===== config.mk =====
export PLATFORM = sky130hd
export DESIGN_NAME = seven_segment_decoder
export DESIGN_NICKNAME = d
export VERILOG_FILES = /design/src/rtl/seven_seg_pkg.sv /design/src/rtl/seven_seg_digit_decode.sv /design/src/rtl/seven_segment_decoder.sv
export SDC_FILE = /design/constraint.sdc
export NUM_CORES = 1
export LEC_CHECK = 0
export ABC_AREA = 1
export BUFFER_PORTS_ARGS = -buffer_cell sky130_fd_sc_hd__buf_2
export CAP_MARGIN = 40
export CELL_PAD_IN_SITES_DETAIL_PLACEMENT = 1
export CELL_PAD_IN_SITES_GLOBAL_PLACEMENT = 2
export CORE_MARGIN = 4
export CORE_UTILIZATION = 28
export CTS_BUF_LIST = sky130_fd_sc_hd__clkbuf_8
export DETAILED_ROUTE_END_ITERATION = 16
export PLACE_DENSITY_LB_ADDON = 0.12
export REMOVE_ABC_BUFFERS = 1
export SETUP_SLACK_MARGIN = 0.4
export SLEW_MARGIN = 5
export SYNTH_ARGS = -nofsm -noshare
export SYNTH_HDL_FRONTEND = slang
export SYNTH_HIERARCHICAL = 1
export SYNTH_SLANG_ARGS = --single-unit

===== constraint.sdc =====
create_clock -name CLOCK_50_I -period 1.9 [get_ports CLOCK_50_I]
set_input_delay 0.19 -clock CLOCK_50_I [delete_from_list [all_inputs] [get_ports CLOCK_50_I]]
set_output_delay 0.19 -clock CLOCK_50_I [all_outputs]
set_load 0.03 [all_outputs]

===== src/rtl/seven_seg_pkg.sv =====
// Shared constants and types for the seven-segment receive/decoder path.
// All glyph patterns are active-low, bit order [6:0] = g..a.
package seven_seg_pkg;

  localparam int SEG_W = 7;

  localparam logic [SEG_W-1:0] SEG_BLANK = 7'h7F;

  localparam logic [SEG_W-1:0] SEG_0 = 7'h40;
  localparam logic [SEG_W-1:0] SEG_1 = 7'h79;
  localparam logic [SEG_W-1:0] SEG_2 = 7'h24;
  localparam logic [SEG_W-1:0] SEG_3 = 7'h30;
  localparam logic [SEG_W-1:0] SEG_4 = 7'h19;
  localparam logic [SEG_W-1:0] SEG_5 = 7'h12;
  localparam logic [SEG_W-1:0] SEG_6 = 7'h02;
  localparam logic [SEG_W-1:0] SEG_7 = 7'h78;
  localparam logic [SEG_W-1:0] SEG_8 = 7'h00;
  localparam logic [SEG_W-1:0] SEG_9 = 7'h10;
  localparam logic [SEG_W-1:0] SEG_A = 7'h08;
  localparam logic [SEG_W-1:0] SEG_B = 7'h03;
  localparam logic [SEG_W-1:0] SEG_C = 7'h46;
  localparam logic [SEG_W-1:0] SEG_D = 7'h21;
  localparam logic [SEG_W-1:0] SEG_E = 7'h06;
  localparam logic [SEG_W-1:0] SEG_F = 7'h0E;

  // Indexed by digit value, so a match at index k decodes to nibble k.
  localparam logic [SEG_W-1:0] GLYPH_TABLE [16] = '{
    SEG_0, SEG_1, SEG_2, SEG_3, SEG_4, SEG_5, SEG_6, SEG_7,
    SEG_8, SEG_9, SEG_A, SEG_B, SEG_C, SEG_D, SEG_E, SEG_F
  };

  typedef enum logic {
    S_SETTLE = 1'b0,
    S_STABLE = 1'b1
  } state_t;

endpackage


===== src/rtl/seven_seg_digit_decode.sv =====
// Combinational decode of one active-low seven-segment pattern into a hex
// nibble plus blank/invalid flags. Invalid and blank both report nibble 0.
module seven_seg_digit_decode
  import seven_seg_pkg::*;
(
  input  logic [SEG_W-1:0] seg_n_i,
  output logic [3:0]       nibble_o,
  output logic             blank_o,
  output logic             invalid_o
);

  // Search the glyph table; anything that is neither a glyph nor blank is invalid.
  always_comb begin
    nibble_o  = 4'h0;
    blank_o   = (seg_n_i == SEG_BLANK);
    invalid_o = (seg_n_i != SEG_BLANK);
    for (int k = 0; k < 16; k++) begin
      if (seg_n_i == GLYPH_TABLE[k]) begin
        nibble_o  = 4'(k);
        invalid_o = 1'b0;
      end
    end
  end

endmodule


===== src/rtl/seven_segment_decoder.sv =====
// Receive-side monitor for a multi-digit seven-segment bus. The raw bus is
// debounced (a pattern must hold for STABLE_CYCLES samples), then the accepted
// snapshot is decoded into hex digits with a one-cycle pulse on each change.
module seven_segment_decoder
  import seven_seg_pkg::*;
#(
  parameter int NUM_DISPLAYS  = 8,
  parameter int STABLE_CYCLES = 4
) (
  input  logic                                CLOCK_50_I,
  input  logic                                RESETN_I,
  input  logic [NUM_DISPLAYS-1:0][SEG_W-1:0]  SEVEN_SEGMENT_N_I,
  output logic [4*NUM_DISPLAYS-1:0]           VALUE_O,
  output logic [NUM_DISPLAYS-1:0]             BLANK_O,
  output logic [NUM_DISPLAYS-1:0]             INVALID_O,
  output logic                                UPDATE_O
);

  localparam logic [7:0] CNT_MAX = 8'(STABLE_CYCLES - 1);

  logic [NUM_DISPLAYS-1:0][SEG_W-1:0] sample_q, sample_d;
  logic [NUM_DISPLAYS-1:0][SEG_W-1:0] snap_q;
  logic [7:0]                         cnt_q, cnt_d;
  state_t                             state_q;
  logic                               input_changed;

  logic [4*NUM_DISPLAYS-1:0]          dec_value;
  logic [NUM_DISPLAYS-1:0]            dec_blank;
  logic [NUM_DISPLAYS-1:0]            dec_invalid;

  logic [4*NUM_DISPLAYS-1:0]          value_q;
  logic [NUM_DISPLAYS-1:0]            blank_q;
  logic [NUM_DISPLAYS-1:0]            invalid_q;
  logic                               update_q;

  // Decoders watch the sampled bus so the decoded word is ready on the
  // acceptance edge without an extra pipeline stage.
  generate
    for (genvar gi = 0; gi < NUM_DISPLAYS; gi++) begin : g_digit
      seven_seg_digit_decode u_dec (
        .seg_n_i   (sample_q[gi]),
        .nibble_o  (dec_value[4*gi +: 4]),
        .blank_o   (dec_blank[gi]),
        .invalid_o (dec_invalid[gi])
      );
    end
  endgenerate

  // Stability counter: restart on any bus change, otherwise saturate.
  always_comb begin
    input_changed = (SEVEN_SEGMENT_N_I != sample_q);
    sample_d      = sample_q;
    cnt_d         = cnt_q;
    if (input_changed) begin
      sample_d = SEVEN_SEGMENT_N_I;
      cnt_d    = 8'd0;
    end else if (cnt_q != CNT_MAX) begin
      cnt_d = cnt_q + 8'd1;
    end
  end

  // Sample register and stability counter.
  always_ff @(posedge CLOCK_50_I) begin
    if (!RESETN_I) begin
      sample_q <= {NUM_DISPLAYS{SEG_BLANK}};
      cnt_q    <= 8'd0;
    end else begin
      sample_q <= sample_d;
      cnt_q    <= cnt_d;
    end
  end

  // Acceptance FSM with registered snapshot, decoded outputs and pulse.
  // If the bus changes on the acceptance edge the old sample is still
  // accepted, but we stay in S_SETTLE so the new value gets its own count.
  always_ff @(posedge CLOCK_50_I) begin
    if (!RESETN_I) begin
      state_q   <= S_SETTLE;
      snap_q    <= {NUM_DISPLAYS{SEG_BLANK}};
      value_q   <= '0;
      blank_q   <= '1;
      invalid_q <= '0;
      update_q  <= 1'b0;
    end else begin
      update_q <= 1'b0;
      if (state_q == S_SETTLE) begin
        if (cnt_q == CNT_MAX) begin
          if (sample_q != snap_q) begin
            snap_q    <= sample_q;
            value_q   <= dec_value;
            blank_q   <= dec_blank;
            invalid_q <= dec_invalid;
            update_q  <= 1'b1;
          end
          state_q <= input_changed ? S_SETTLE : S_STABLE;
        end
      end else begin
        if (input_changed) begin
          state_q <= S_SETTLE;
        end
      end
    end
  end

  assign VALUE_O   = value_q;
  assign BLANK_O   = blank_q;
  assign INVALID_O = invalid_q;
  assign UPDATE_O  = update_q;

endmodule


==> results of run 1 <==
[report_power, final]
part           internal, mW  switching, mW
sequential             3.62         0.0804
combinational         0.465          0.607
clock                  1.29           1.51
total                  5.38           2.19
[Yosys cell counts, types with 2 or more instances]
master / n
nand2_1: 365
nand3_1: 249
nor2_1: 242
inv_1: 180
dfxtp_1: 170
a21oi_1: 52
or2_2: 49
nand4_1: 44
xnor2_1: 41
inv_2: 39
clkbuf_1: 36
nor2_2: 25
xor2_1: 20
nor3_2: 16
buf_2: 12
nor3_4: 9
nand3_2: 8
nand3b_1: 8
nor3b_1: 8
o21a_1: 8
o21ai_1: 8
buf_4: 6
clkinv_1: 5
nor3_1: 4
o21ai_0: 2
[through the flow]
| step | setup slack (ns) | cells |
|---|---|---|
| 3_5_place_dp | -0.167 | 2217 |
| 6_report | 0.0225 | 2338 |
| 4_1_cts | -0.00842 | 2325 |
| 2_1_floorplan | -3.58 | 1555 |
| 5_1_grt | -0.132 | 2338 |
| 3_3_place_gp | -0.132 | 2217 |
[timing repair]
action                                  4_1_cts  5_1_grt
gates resized for setup                     143       99
hold endpoints to repair                     58        0
setup buffers                                 9        7
hold buffers                                 57        0
pin swaps                                    40       40
cloned                                       11        6
endpoints found under the setup margin      114      114
[state kept, by name, summed over array words and instances (netlist names)]
register   count
cnt_q          8
INVALID_O      8
state_q        1
sample_q      56
BLANK_O        8
UPDATE_O       1
snap_q        56
VALUE_O       32
[cell type report]
cell class / instances / area, µm²
clock buffer: 20 / 275
clock inverter: 11 / 136
fill: 4543 / 21400
inverter: 224 / 841
multi-input combinational: 1161 / 6400
sequential: 170 / 3500
tap: 461 / 577
timing repair buffer: 291 / 2650
[final timing paths]
kind | slack [ns] | to | cells after the start
min reg2reg | 0.46 | BLANK_O[6] | 2
min | 0.17 | cnt_q[5] | 4
max reg2reg | 0.02 | VALUE_O[30] | 12
max | 0.02 | VALUE_O[30] | 12
[logic make-up (layout without fill, tap and decap cells)]
kind of cell / count (synthesis) / after routing
buffers and inverters: 279 / 546
AND/OR/NAND/NOR: 1028 / 1028
XOR/XNOR: 61 / 61
multiplexers: 1 / 1
AO/OA/AOI/OAI: 70 / 70
adder cells (fa/ha/maj): 1 / 1
flip-flops: 170 / 170
[critical path: stages, from the launching register on]
cell	delay, ns
dfxtp_4	0.37
nor2_4	0.10
nor2_1	0.05
nor2_1	0.12
nand2_1	0.11
nor2_2	0.16
nand2_2	0.08
nor2_4	0.13
nand2_8	0.11
buf_12	0.18
clkbuf_16	0.18
a21oi_1	0.12
nor2_1	0.06
[layer usage]
metal  part of all wire (%)  routed length, µm  up-vias  GRT usage (%)
met5                      0                  0        -              0
met4                   0.59                215        0           3.01
met3                    2.7                962       12           2.76
met2                     48              17400       97           31.5
met1                     49              17700     5124           23.5
li1                       -                  -     5590              -
==> metrics.yaml, run 1 <==
timing:
  slew_violations: 0
  tightest_slew_ns: 0.546
  rsz0062_at_grt: "true"
  fin_skew_ns: 0.0120
  fmax_mhz: 533
  finalSetupViolations: 0
  fin_crit_ns: 1.88
  hold_ws_ns: 0.165
  slew-limit-headroom_pct: 63.6
  tns_ns: 0
  hold_violations: 0
  fin_crit_sh_pct: 98.8
clock_network:
  root_buffer: "clkbuf_8"
  clock_path_buffers: 2
  cts_tree: "built"
  clock_sinks: 170
  cts_made_buffers: 17
  clkTransAtPathRegs_ns: 0.10
  htreeDepth: 4
  clk_latency_ns: 0.48
floorplanning:
  rows: 69
  start_util_pct: 28.6
  dieWidth_um: 199
  ios: 107
  die_area_mm2: 0.0396
  die_h_um: 199
  core_area_mm2: 0.0357
placed_design:
  gp_congestion: 0.848
  dpl.hpwl_mm: 23.5
  post_dp_cell_area_mm2: 0.0120
  numPortBuffers: 106
routing:
  drt_wl_total_mm: 36.2
  dr.first_iter.drc_count: 354
  ant_nets: 0
  routedWlPerCell_um: 15.5
  vias: 10800
  remaining_drc_errors: 0
  viasPerCell: 4.63
  first_pass_iters: 4
min_path:
  min_from: "RESETN_I"
  hold_path_class: "input pin to register"
grt:
  antenna_found_initial: 0
  grt_pass1_vias: 11100
  grt_pass1_wl_mm: 57.0
  grtUsageTotal_pct: 17.9
  grt.overflow.total: 0
  grt_max_degree: 42
power:
  power.leakage_nw: 7.07
  ir_drop_mv: 0.403
  power.total_mw: 7.57
  power_density_mw_per_mm2: 526
outcome:
  status: "completed"
cells_and_area:
  area_growth_pct: 40.8
  final_net_count: 1924
  drive_above_1_share_pct: 32.4
  fin_util_pct: 40.2
  insertedDiodeCount: 0
  final_cell_mix: "nand2_1 (350), nor2_1 (223), inv_1 (180), nand3_1 (168), dfxtp_1 (111)"
  layout_commonest_cell: "nand2_1"
  final_area_mm2: 0.0144
synth:
  ys_seq_elements: 170
  postSynth.asyncResetShare_pct: 0
  synth-simple-area-share_pct: 46.9
  synthAdderAreaFrac_pct: 0.122
  ys_top_cells_by_area: "dfxtp_1 (33%), nand2_1 (13%), nand3_1 (12%)"
  avgSynthCellArea_um2: 6.35
  yosys.area.top_type: "dfxtp_1"
  synth_edf_count: 0
  synthFlopType: "dfxtp_1"
  synth_xor_area_share_pct: 5.23
  synth.area.mux_share_pct: 0.0980
  synth-compound-area-share_pct: 3.62
  seq_area_frac_synth_pct: 33.3
  ys_types: 29
  syn-cell-area_mm2: 0.0102
  yosysWarningCount: 6
  synth_top_family_by_area: "simple AND/OR/NAND/NOR gates"
  synth_top_area_share_pct: 33.3
  synth_cells: 1610
setup_path:
  critical_path_class: "register to register"
  r2r_start: "sample_q[9]"
  start_kind: "register"
  end_kind: "register"
  cp_data_arrival_time_ns: 2.25
  startpoint: "sample_q[9]"
  worstPathRequired_ns: 2.28
  crit_fanout: 7
flow_run:
  max_cap_viol_count: 0
Power figures use the tool's default switching activity.
==> inputs of run 2 (changes only) <==
--- a/config.mk
+++ b/config.mk
@@ -10,7 +10,7 @@
 export CAP_MARGIN = 40
 export CELL_PAD_IN_SITES_DETAIL_PLACEMENT = 1
 export CELL_PAD_IN_SITES_GLOBAL_PLACEMENT = 2
-export CORE_MARGIN = 4
+export CORE_MARGIN = 3
 export CORE_UTILIZATION = 28
 export CTS_BUF_LIST = sky130_fd_sc_hd__clkbuf_8
 export DETAILED_ROUTE_END_ITERATION = 16
==> metrics.yaml, run 2 (synthesis gave the netlist of run 1 again) <==
outcome:
  status: "completed"
routing:
  dr.first_iter.drc_count: 338
  remaining_drc_errors: 0
  drt_wl_total_mm: 34.3
  ant_nets: 0
  first_pass_iters: 4
  vias: 10700
  routedWlPerCell_um: 14.9
  viasPerCell: 4.66
clock_network:
  clk_latency_ns: 0.48
  clock_sinks: 170
  clock_path_buffers: 2
  cts_made_buffers: 17
  htreeDepth: 4
  cts_tree: "built"
  clkTransAtPathRegs_ns: 0.09
  root_buffer: "clkbuf_8"
grt:
  grt.overflow.total: 0
  grt_max_degree: 65
  grtUsageTotal_pct: 17.4
  antenna_found_initial: 0
  grt_pass1_wl_mm: 55.1
  grt_pass1_vias: 11000
cells_and_area:
  area_growth_pct: 32.4
  fin_util_pct: 37.9
  insertedDiodeCount: 0
  drive_above_1_share_pct: 27.0
  layout_commonest_cell: "nand2_1"
  final_cell_mix: "nand2_1 (333), nor2_1 (228), nand3_1 (226), inv_1 (180), dfxtp_1 (120)"
  nFillCells: 4596
  final_net_count: 1885
  fin_cells: 2299
placed_design:
  dpl.hpwl_mm: 23.0
  numPortBuffers: 106
  gp_congestion: 0.873
  placed_cells: 2198
setup_path:
  critical_path_class: "register to register"
  crit_chain: "xnor2_1 -> nand2_1 -> nor2_1 -> nand2_1 -> nor2_4 -> nand2_8 -> nand2_8 -> clkbuf_16 -> nand2_1 -> nand3_1"
  cp_data_arrival_time_ns: 2.25
  r2r_start: "sample_q[49]"
  start_kind: "register"
  ff2ff_path_depth: 10
  end_kind: "register"
  r2r_setup_slack_ns: 0.06
  cp_num_buf_inv: 1
  crit_fanout: 10
  cpMostUsedCell: "nand2_1"
  cpMaxStageDelayCell: "dfxtp_1"
  worstPathRequired_ns: 2.31
  max_stage_delay_ns: 0.46
  critical_path.top_delay_family: "simple AND/OR/NAND/NOR gates"
  r2r-end: "snap_q[28]"
timing:
  fin_crit_sh_pct: 96.9
  tns_ns: 0
  slew_violations: 0
  fin_crit_ns: 1.84
  rsz0062_at_grt: "true"
  hold_ws_ns: 0.0463
  fmax_mhz: 543
  hold_violations: 0
  tightest_slew_ns: 0.378
  slew-limit-headroom_pct: 74.7
  fin_skew_ns: 0.0165
  finalSetupViolations: 0
power:
  power_density_mw_per_mm2: 559
  power.leakage_nw: 6.73
  ir_drop_mv: 0.414
min_path:
  min_from: "RESETN_I"
  hold_path_class: "input pin to register"
  min_to: "snap_q[40]"
  hold_depth: 2
floorplanning:
  start_util_pct: 28.6
  dieWidth_um: 197
  ios: 107
  core_area_mm2: 0.0357
  die_h_um: 197
  die_area_mm2: 0.0388
  rows: 69
flow_run:
  max_cap_viol_count: 0
[run 2: cell types whose count changed in the layout (fill, tap and decap cells not counted), moves of 6 or more]
cell,change
buf_4,-25
nand2_2,+6
nand3_1,+58
a21oi_2,-16
a21oi_1,+17
nand2_4,+11
buf_16,-10
nand3_2,-53
nand2_1,-17
dfxtp_2,-7
dfxtp_1,+9
[run 2: worst max path at each step]
stage	start	end	slack [ns]	cells after the start
final	sample_q[49]	snap_q[28]	0.06	10
after CTS	sample_q[36]	snap_q[13]	0.08	13
after detailed placement	sample_q[36]	VALUE_O[5]	-0.15	12
after global routing	snap_q[31]	snap_q[28]	-0.09	13
after global placement	sample_q[28]	INVALID_O[1]	-0.11	12
after floorplan	cnt_q[0]	BLANK_O[0]	-3.58	6
[run 2: power breakdown]
group | total [mW] | switching (mW) | internal [mW]
Clock | 2.81 | 1.46 | 1.34
Combinational | 1.05 | 0.594 | 0.456
Sequential | 3.70 | 0.0776 | 3.62
[run 2: through the flow]
stage | setup slack [ns] | power [mW] | instance area (µm²)
after floorplan | -3.58 | 4.31 | 9970
after global placement | -0.108 | 4.72 | 11800
after detailed placement | -0.149 | 4.73 | 11800
after CTS | 0.0777 | 7.73 | 13000
after global routing | -0.0875 | 7.99 | 13500
final | 0.0582 | 7.56 | 13500
[run 2: layer usage]
metal / global-route usage [%] / up-vias / routed length [µm]
met2: 30.7 / 99 / 16500
met4: 4.14 / 0 / 380
met1: 22.7 / 5092 / 16600
met3: 2.27 / 19 / 718
li1: - / 5504 / -
met5: 0 / - / 0
[run 2: final cells by class]
| cell class | count | area, µm² | area share (%) |
|---|---|---|---|
| clock buffers | 22 | 303 | 2.24 |
| repair buffers | 252 | 2120 | 15.7 |
| clock inverters | 9 | 114 | 0.841 |
| inverters | 224 | 841 | 6.21 |
| multi-input cells | 1161 | 6090 | 45.0 |
| well taps | 461 | 577 | 4.26 |
| flip-flops and latches | 170 | 3490 | 25.8 |
[run 2: worst register-to-register path, delay by kind of cell (launching register included)]
family        cells  cell delay [ns]
xor+xnor          1             0.15
buf+inv           1             0.21
flops             1             0.46
simple gates      8             0.97
[run 2: repair_timing]
item                       in CTS  in global routing
setup endpoints to repair     114                114
buffers inserted                2                  2
hold endpoints to repair       56                  0
hold buffers                   56                  0
pin swaps                       2                 16
gates resized for setup        59                105
cloned                          3                  7
